[config.mk]
export PLATFORM = sky130hd
export DESIGN_NAME = multi_edge_detector
export DESIGN_NICKNAME = d
export VERILOG_FILES = /design/src/rtl/multi_edge_detector.sv
export SDC_FILE = /design/constraint.sdc
export NUM_CORES = 1
export LEC_CHECK = 0
export ABC_CLOCK_PERIOD_IN_PS = 900
export CAP_MARGIN = 25
export CORE_UTILIZATION = 39
export DETAILED_ROUTE_END_ITERATION = 7
export GPL_ROUTABILITY_DRIVEN = 0
export PLACE_DENSITY = 0.73
export SLEW_MARGIN = 20
export SYNTH_ARGS = -nofsm -noshare
export SYNTH_HDL_FRONTEND = slang
export SYNTH_SLANG_ARGS = --single-unit
[constraint.sdc]
create_clock -name clk -period 0.9 [get_ports clk]
set_input_delay 0.18 -clock clk [delete_from_list [all_inputs] [get_ports clk]]
set_output_delay 0.18 -clock clk [all_outputs]
set_load 0.01 [all_outputs]
[src/rtl/multi_edge_detector.sv]
// Multi-channel synchronize/debounce/edge detector; EDGE_DEBOUNCE_EN adds the WAIT-state debounce counter.
// Latency: commit at E0+SYNC_STAGES+DB_CYCLES-1 (E0+SYNC_STAGES without debounce); no backpressure, pulses are single-cycle.
module multi_edge_detector #(
    parameter int NCH         = 4,
    parameter int SYNC_STAGES = 2,
    parameter int CNT_W       = 8,
    parameter int DB_CYCLES   = 16
) (
    input  logic               clk,
    input  logic               reset,
    input  logic [NCH-1:0]     level,
    input  logic [2*NCH-1:0]   mode,
    input  logic [NCH-1:0]     clear,
    output logic [NCH-1:0]     tick,
    output logic [NCH-1:0]     rise,
    output logic [NCH-1:0]     fall,
    output logic [NCH-1:0]     filt_level,
    output logic [NCH-1:0]     event_sticky
);

    typedef enum logic [1:0] {
        STABLE0 = 2'b00,
        WAIT1   = 2'b01,
        STABLE1 = 2'b10,
        WAIT0   = 2'b11
    } state_t;

    if (DB_CYCLES < 1 || DB_CYCLES > (2**CNT_W) - 1 || SYNC_STAGES < 2 || NCH < 1) begin : g_bad_param
        $error("multi_edge_detector: parameter out of range");
    end

    for (genvar i = 0; i < NCH; i++) begin : g_ch
        logic [SYNC_STAGES-1:0] sync_q;
        logic                   s;
        state_t                 state_q, state_d;
        logic                   filt_q, filt_d;
        logic                   rise_d, fall_d;
        logic                   rise_q, fall_q, tick_q, sticky_q;
`ifdef EDGE_DEBOUNCE_EN
        localparam logic [CNT_W-1:0] DB_LIM = CNT_W'(DB_CYCLES);
        logic [CNT_W-1:0]       cnt_q, cnt_d, cnt_inc;
        assign cnt_inc = cnt_q + CNT_W'(1);
`endif

        assign s = sync_q[SYNC_STAGES-1];

        always_comb begin
            state_d = state_q;
            filt_d  = filt_q;
            rise_d  = 1'b0;
            fall_d  = 1'b0;
`ifdef EDGE_DEBOUNCE_EN
            cnt_d   = cnt_q;
            case (state_q)
                STABLE0: if (s) begin
                    if (DB_CYCLES == 1) begin
                        state_d = STABLE1;
                        filt_d  = 1'b1;
                        rise_d  = 1'b1;
                    end else begin
                        state_d = WAIT1;
                        cnt_d   = CNT_W'(1);
                    end
                end
                WAIT1: if (s) begin
                    if (cnt_inc == DB_LIM) begin
                        state_d = STABLE1;
                        filt_d  = 1'b1;
                        rise_d  = 1'b1;
                        cnt_d   = '0;
                    end else begin
                        cnt_d   = cnt_inc;
                    end
                end else begin
                    state_d = STABLE0;
                    cnt_d   = '0;
                end
                STABLE1: if (!s) begin
                    if (DB_CYCLES == 1) begin
                        state_d = STABLE0;
                        filt_d  = 1'b0;
                        fall_d  = 1'b1;
                    end else begin
                        state_d = WAIT0;
                        cnt_d   = CNT_W'(1);
                    end
                end
                WAIT0: if (!s) begin
                    if (cnt_inc == DB_LIM) begin
                        state_d = STABLE0;
                        filt_d  = 1'b0;
                        fall_d  = 1'b1;
                        cnt_d   = '0;
                    end else begin
                        cnt_d   = cnt_inc;
                    end
                end else begin
                    state_d = STABLE1;
                    cnt_d   = '0;
                end
                default: begin
                    state_d = STABLE0;
                    filt_d  = 1'b0;
                    cnt_d   = '0;
                end
            endcase
`else
            // Without debounce the WAIT encodings are never entered; treat them as corrupt.
            case (state_q)
                STABLE0: if (s) begin
                    state_d = STABLE1;
                    filt_d  = 1'b1;
                    rise_d  = 1'b1;
                end
                STABLE1: if (!s) begin
                    state_d = STABLE0;
                    filt_d  = 1'b0;
                    fall_d  = 1'b1;
                end
                default: begin
                    state_d = STABLE0;
                    filt_d  = 1'b0;
                end
            endcase
`endif
        end

        always_ff @(posedge clk or negedge reset) begin
            if (!reset) begin
                sync_q   <= '0;
                state_q  <= STABLE0;
                filt_q   <= 1'b0;
                rise_q   <= 1'b0;
                fall_q   <= 1'b0;
                tick_q   <= 1'b0;
                sticky_q <= 1'b0;
`ifdef EDGE_DEBOUNCE_EN
                cnt_q    <= '0;
`endif
            end else begin
                sync_q   <= {sync_q[SYNC_STAGES-2:0], level[i]};
                state_q  <= state_d;
                filt_q   <= filt_d;
                rise_q   <= rise_d;
                fall_q   <= fall_d;
                // Mode is sampled only at the commit edge, so later mode changes never act retroactively.
                tick_q   <= (rise_d & mode[2*i]) | (fall_d & mode[2*i+1]);
                sticky_q <= tick_q | (sticky_q & ~clear[i]);
`ifdef EDGE_DEBOUNCE_EN
                cnt_q    <= cnt_d;
`endif
            end
        end

        assign tick[i]         = tick_q;
        assign rise[i]         = rise_q;
        assign fall[i]         = fall_q;
        assign filt_level[i]   = filt_q;
        assign event_sticky[i] = sticky_q;
    end

endmodule

==> summary.md, run 1 <==
| Metric | Value |
|---|---|
| Most common cell in the synthesized netlist | `dfrtp_1` |
| Start point of the critical path | `g_ch[0].filt_q` |
| Relative contribution of the clock network to total power | `12.9%` |
| Routed wire length | `1.82 mm` |
| Class of the most critical hold timing path | `in2async` |
| Number of nets in the finished design | `146` |
| H-tree level count | `1` |
| Number of buffers on the longest clock path | `2` |
| CP startpoint kind | `flip-flop` |
| Sequential fraction of the synthesis area | `63.9%` |
| Data required, critical path | `0.72 ns` |
| HPWL after detailed placement | `1.14 mm` |
| Post-synthesis instance area | `1100 um2` |
| Final-report max-slew violation count | `0` |
| Proportion of layout cells with a drive suffix above 1 | `52.1%` |
| Register Area | `701 um2` |
| Kind of cell with the highest combined delay on the critical path | `flip-flops` |
| Cell Chain, Critical Path | `buf_2` |
| Fmax achieved | `0.936 GHz` |
| Count of flip-flops with a built-in enable after synthesis | `0` |
| Failing checks | `negative setup slack` |
| Antenna Cells | `0` |
| VDD IR-drop max | `1.68 mV` |
| Share of async-settable or async-resettable flops after synthesis | `100%` |
| Antenna violations before repair | `0` |
| Via count of the first global-routing pass | `636` |
| Largest incremental delay on the critical path | `0.42 ns` |
| Clk_lat worst skew | `0.32 ns` |
| Vert. Die Dim | `55.0 um` |
| Part of the power in registers | `38.5%` |
| Initial core utilization | `42.7%` |
| Reg-to-reg startpoint | `g_ch[3].state_q[1]` |
| Number of placement rows | `18` |
| Signal arrival time at the worst endpoint | `0.89 ns` |
| Final Hold Vio Count | `0` |
| Post-synthesis net count | `106` |
| Period utilisation layout | `119%` |
| Num ports | `38` |
| Initial DRC count | `3` |
| Cell variety after synth | `7` |
| Max_slew headroom | `88.7%` |
| Area growth, synth to finish | `46.9%` |
| Transition at the pin with the smallest max-transition slack | `0.170 ns` |
| Clock-pin slew reported for the worst setup and hold paths after clock tree synthesis | `0.14 ns` |
| Number of vias after detailed routing | `626` |
| Run status | `finished, violations left` |
| Cell with the largest stage delay on the worst path | `dfrtp_1` |
| Worst clock skew | `0.00743 ns` |
| Detailed-route vias per instance | `4.20` |
| Grt total ovfl | `0` |
| Number of standard cells after synthesis | `80` |
| Root buffer cell | `clkbuf_4` |
| Register-to-Register Setup Slack | `-0.12 ns` |
| # port buffers | `37` |
| Period minus WS final | `1.07 ns` |
| Internal power component | `3.15 mW` |
| Setup TNS after final layout | `-3.36 ns` |
| Drt drc | `0` |
| Clk sinks | `28` |
| Clock buffers created by TritonCTS | `3` |
| GRT Resource Usage Total | `14.0%` |
| Drt first pass iters | `2` |
| Final critical-path setup slack | `-0.169 ns` |
| Category of the most critical setup path | `reg2out` |
| First-pass GRT wire length | `2.86 mm` |
| Final count of negative-setup-slack endpoints | `29` |
| Power density normalized to cell area | `2820 nW/um2` |
| List of most frequent post-synthesis cells | `dfrtp_1 (28), buf_4 (20), inv_1 (12)` |
| Cell accounting for the most synthesized area | `dfrtp_1` |
| Sw Share | `30.8%` |
| CP Max Fanout | `2` |
| YS warnings | `0` |
| Multi-input gate area in the final layout | `330 um2` |
| Unrepaired setup endpoints after global routing | `yes` |
| Core region area | `2570 um2` |
| Horizontal die dimension | `55.0 um` |
| Part of the total power dissipated in combinational logic | `48.6%` |
| Static Leak | `0.822 nW` |
| Top FF cell, synth | `dfrtp_1` |
| Number of buffer and inverter stages on the critical path | `1` |
| Top area cells in the synthesized netlist | `dfrtp_1 (64%), buf_4 (14%), ha_1 (9.1%)` |
| Number of register bits inferred by synthesis | `28` |
| Number of hold-repair buffers added at the cts stage | `0` |
| Net switching power of the design | `1.40 mW` |
| Number of fillers in the final layout | `207` |
| Area enclosed by the die boundary | `3030 um2` |
| Pin count of the biggest net entering global routing | `29` |
| Routed Antenna Nets | `0` |
| Crit. End Element | `output pin` |
| CTS tree | `yes` |
| DR WL/cell | `12.2 um` |
| Area share of the leading cell type in the synthesized netlist | `63.9%` |
| Tightest hold margin | `0.187 ns` |
| Mean Syn Cell Area | `13.7 um2` |
| Max-cap violations | `0` |
[routing by layer]
metal	GRT usage (%)	routed length [um]
met4	7.50	14
met3	2.46	90
met1	15.9	701
met5	0	0
met2	24.7	1020
[flip-flops by register name, indices dropped and copies added (netlist names)]
signal         flops
g_ch.filt_q        1
g_ch.tick_q        4
g_ch.sticky_q      4
g_ch.sync_q        8
g_ch.fall_q        4
g_ch.state_q       3
g_ch.rise_q        4
[placed cells by master, fill, tap and decap left out]
| cell type | count |
|---|---|
| dfrtp_1 | 28 |
| buf_2 | 19 |
| clkdlybuf4s50_1 | 17 |
| buf_4 | 10 |
| ha_4 | 8 |
| buf_6 | 8 |
| inv_4 | 4 |
| inv_2 | 4 |
| a22o_1 | 4 |
| inv_1 | 4 |
| a21o_1 | 4 |
| xnor2_2 | 4 |
| clkbuf_4 | 3 |
| clkbuf_8 | 1 |
| buf_12 | 1 |
[final cells by class]
type | instances | share of cell area, %
Sequential cell | 28 | 43.5
Timing Repair Buffer | 55 | 28.0
Tap cell | 30 | 2.33
Inverter | 12 | 3.42
Clock buffer | 4 | 2.25
Multi-Input combinational cell | 20 | 20.5
[what timing repair did]
| action | 4_1_cts | 5_1_grt |
|---|---|---|
| setup endpoints to repair | 29 | 29 |
| pin swaps | 1 | 3 |
| gates cloned | 0 | 0 |
| gates resized for setup | 92 | 20 |
| setup buffers | 8 | 4 |
[per-stage QoR]
stage / power (mW) / utilization [%] / setup slack (ns) / area, um2 / std cells
final: 4.55 / 62.7 / -0.169 / 1610 / 149
after global routing: 4.90 / 62.7 / -0.221 / 1610 / 149
after floorplan: 2.81 / - / -0.0155 / 1110 / 80
after CTS: 4.16 / 58.5 / -0.160 / 1500 / 145
after detailed placement: 3.41 / 55.7 / -0.153 / 1430 / 134
after global placement: 3.34 / 55.7 / -0.150 / 1430 / 134
[cells by family after synthesis]
family / Yosys count / share of synthesized area [%]
compound gates: 8 / 5.94
buf+inv: 32 / 17.8
flops: 28 / 63.9
xor+xnor: 4 / 3.20
fa+ha+maj: 8 / 9.13
[final timing paths]
check / to / cells after the start
setup / recovery: filt_level[0] / 1
hold / removal: g_ch[3].state_q[1] / 2
setup reg to reg: g_ch[3].tick_q / 4
hold reg to reg: g_ch[3].sync_q[1] / 0
max in group asynchronous: g_ch[2].rise_q / 2
min in group clk: g_ch[3].sync_q[0] / 1
[power groups by stage]
stage                     sequential [mW]  clock, mW  combinational, mW
final                                1.75      0.587               2.21
after global routing                 1.79      0.670               2.44
after detailed placement             1.77          0               1.65
after global placement               1.74          0               1.60
after CTS                            1.73      0.603               1.82
after floorplan                      1.78          0               1.03
(Power assumes the default switching activity.)
==> run 2, diff against run 1 <==
==> constraint.sdc (replaced) <==
create_clock -name clk -period 0.9 [get_ports clk]
set_input_delay 0.09 -clock clk [delete_from_list [all_inputs] [get_ports clk]]
set_output_delay 0.09 -clock clk [all_outputs]
set_load 0.01 [all_outputs]
==> run 2 against run 1 <==
Against the previous run: the run still ends with negative setup slack left; critical path type is now reg2reg; cell count shrank 3.4%; combinational power is 4% lower; register-to-register slack gained 0.02 ns; fmax increased by 7.3%; largest cell class unchanged; worst setup slack better by 0.073 ns; sequential share of layout area up 1.3 points; utilization shrank 1.9 points; power down 4.9%; flip-flop and latch count unchanged; first-iteration DRC count stayed put.
==> summary.md, run 2 (synthesized netlist as in run 1, its figures left out) <==
| Metric | Value |
|---|---|
| Max-cap violations | `0 (unchanged)` |
| Area growth, synth to finish | `42.6% (was 46.9%)` |
| Number of buffers on the longest clock path | `2 (unchanged)` |
| Final core utilization | `60.9% (was 62.7%)` |
| Max reg flops | `8 (unchanged)` |
| Unrepaired setup endpoints after global routing | `yes (unchanged)` |
| DR WL/cell | `12.5 um (was 12.2 um)` |
| Num ports | `38 (unchanged)` |
| Number of fillers in the final layout | `218 (was 207)` |
| H-tree level count | `1 (unchanged)` |
| Kind of cell with the highest combined delay on the critical path | `flip-flops (unchanged)` |
| Initial DRC count | `3 (unchanged)` |
| Grt total ovfl | `0 (unchanged)` |
| Number of buffer and inverter stages on the critical path | `2 (was 1)` |
| Fmax achieved | `1.00 GHz (was 0.936 GHz)` |
| # port buffers | `37 (unchanged)` |
| Antenna Cells | `0 (unchanged)` |
| Clock buffers created by TritonCTS | `3 (unchanged)` |
| Most common library cell in the layout ignoring fill and taps | `dfrtp_1 (unchanged)` |
| Max_slew headroom | `88.0% (was 88.7%)` |
| Transition at the pin with the smallest max-transition slack | `0.180 ns (was 0.170 ns)` |
| Clk_lat worst skew | `0.30 ns (was 0.32 ns)` |
| HPWL after detailed placement | `1.17 mm (was 1.14 mm)` |
| Worst clock skew | `0.00251 ns (was 0.00743 ns)` |
| CTS tree | `yes (unchanged)` |
| Final count of negative-setup-slack endpoints | `24 (was 29)` |
| Signal arrival time at the worst endpoint | `1.20 ns (was 0.89 ns)` |
| Area enclosed by the die boundary | `3030 um2 (unchanged)` |
| CP startpoint kind | `flip-flop (unchanged)` |
| GRT Resource Usage Total | `13.7% (was 14.0%)` |
| Horizontal die dimension | `55.0 um (unchanged)` |
| Clock-pin slew reported for the worst setup and hold paths after clock tree synthesis | `0.12 ns (was 0.14 ns)` |
| Via count of the first global-routing pass | `616 (was 636)` |
| First-pass GRT wire length | `2.68 mm (was 2.86 mm)` |
| Pin count of the biggest net entering global routing | `29 (unchanged)` |
| Detailed-route vias per instance | `4.28 (was 4.20)` |
| Power density normalized to cell area | `2770 nW/um2 (was 2820 nW/um2)` |
| Period utilisation layout | `111% (was 119%)` |
| Routed Antenna Nets | `0 (unchanged)` |
| Cell with the largest stage delay on the worst path | `dfrtp_1 (unchanged)` |
| Largest incremental delay on the critical path | `0.39 ns (was 0.42 ns)` |
| Failing checks | `negative setup slack (unchanged)` |
| Post-layout power | `4.32 mW (was 4.55 mW)` |
| Core region area | `2570 um2 (unchanged)` |
| Run status | `finished, violations left (unchanged)` |
| Final critical-path setup slack | `-0.0958 ns (was -0.169 ns)` |
| Category of the most critical setup path | `reg2reg (was reg2out)` |
| Antenna violations before repair | `0 (unchanged)` |
| Routed wire length | `1.79 mm (was 1.82 mm)` |
| Number of nets in the finished design | `142 (was 146)` |
| Number of placement rows | `18 (unchanged)` |
| Period minus WS final | `0.996 ns (was 1.07 ns)` |
| Initial core utilization | `42.7% (unchanged)` |
| Clk sinks | `28 (unchanged)` |
| CP Max Fanout | `3 (was 2)` |
| Leading cell types in the layout, fill and taps excluded | `dfrtp_1 (28), buf_2 (19), clkdlybuf4s50_1 (17), ha_4 (8) (was dfrtp_1 (28), buf_2 (19), clkdlybuf4s50_1 (17), buf_4 (10))` |
| Vert. Die Dim | `55.0 um (unchanged)` |
| Root buffer cell | `clkbuf_4 (unchanged)` |
| Drt first pass iters | `2 (unchanged)` |
| Drt drc | `0 (unchanged)` |
| Placement Setup Slack | `-0.129 ns (was -0.153 ns)` |
| Most flops, register | `g_ch.sync_q (unchanged)` |
| VDD IR-drop max | `1.74 mV (was 1.68 mV)` |
| Class of the most critical hold timing path | `in2async (unchanged)` |
| Data required, critical path | `1.11 ns (was 0.72 ns)` |
| Register Area | `701 um2 (unchanged)` |
| Crit. End Element | `flip-flop (was output pin)` |
| Number of vias after detailed routing | `617 (was 626)` |
| Multi-input gate area in the final layout | `330 um2 (unchanged)` |
| Number of hold-repair buffers added at the cts stage | `0 (unchanged)` |
| Final-report max-slew violation count | `0 (unchanged)` |
| Final Hold Vio Count | `0 (unchanged)` |
| Static Leak | `0.793 nW (was 0.822 nW)` |
| Proportion of layout cells with a drive suffix above 1 | `50.0% (was 52.1%)` |
| Cell Chain, Critical Path | `buf_6 > inv_4 > ha_4 > a22o_1 (was buf_2)` |
-- run 2: cell count changes in the layout (fill, tap and decap cells not counted) --
cell,previous run,this run
buf_4,10,7
buf_6,8,7
clkbuf_8,1,0
-- run 2: what timing repair did --
| action | CTS | global route |
|---|---|---|
| setup endpoints to repair | 28 | 30 |
| resized for setup | 103 | 8 |
| setup buffers | 8 | 1 |
| pin swaps | 2 | 2 |
-- run 2: worst reg2reg max path, delay by kind of cell, from the launching register on --
kind            cells  cell delay (ns)
compound gates      1             0.19
buf+inv             2             0.17
flops               1             0.39
fa+ha+maj           1             0.15
-- run 2: report_power, final --
group	internal [mW]	switching (mW)	leakage (nW)	total, mW
Combinational	1.24	0.876	0.435	2.12
Clock	0.156	0.301	0.0138	0.457
Sequential	1.59	0.161	0.344	1.75
-- run 2: final cells by class --
| cell class | count | share of cell area [%] |
|---|---|---|
| Multi-Input combinational cell | 20 | 21.1 |
| Inverter | 12 | 3.52 |
| Sequential cell | 28 | 44.8 |
| Clock buffer | 3 | 1.44 |
| Tap cell | 30 | 2.40 |
| Timing Repair Buffer | 51 | 26.7 |
-- run 2: stage by stage --
step / hold slack (ns) / instances / TNS [ns] / cell area, um2
floorplan: -0.206 / 80 / -0.0620 / 1110
global placement: 0.332 / 132 / -0.976 / 1410
detailed placement: 0.336 / 132 / -1.38 / 1410
CTS: 0.104 / 143 / -1.56 / 1520
global route: 0.0948 / 144 / -2.50 / 1560
finish: 0.115 / 144 / -1.12 / 1560
-- run 2: metal layers --
| metal | track usage [%] | wire (um) |
|---|---|---|
| met1 | 12.7 | 594 |
| met3 | 3.28 | 88 |
| met5 | 0 | 0 |
| met4 | 7.50 | 17 |
| met2 | 26.9 | 1090 |
-- run 2: worst paths after layout --
kind | startpoint | endpoint | slack (ns) | depth (start not counted)
setup / recovery | g_ch[1].state_q[1] | g_ch[1].tick_q | -0.1 | 4
hold / removal | reset | g_ch[0].filt_q | 0.11 | 2
setup reg to reg | g_ch[1].state_q[1] | g_ch[1].tick_q | -0.1 | 4
hold reg to reg | g_ch[0].sync_q[0] | g_ch[0].sync_q[1] | 0.36 | 0
max in group asynchronous | reset | g_ch[2].sync_q[0] | 0.63 | 2
min in group clk | level[0] | g_ch[0].sync_q[0] | 0.21 | 1
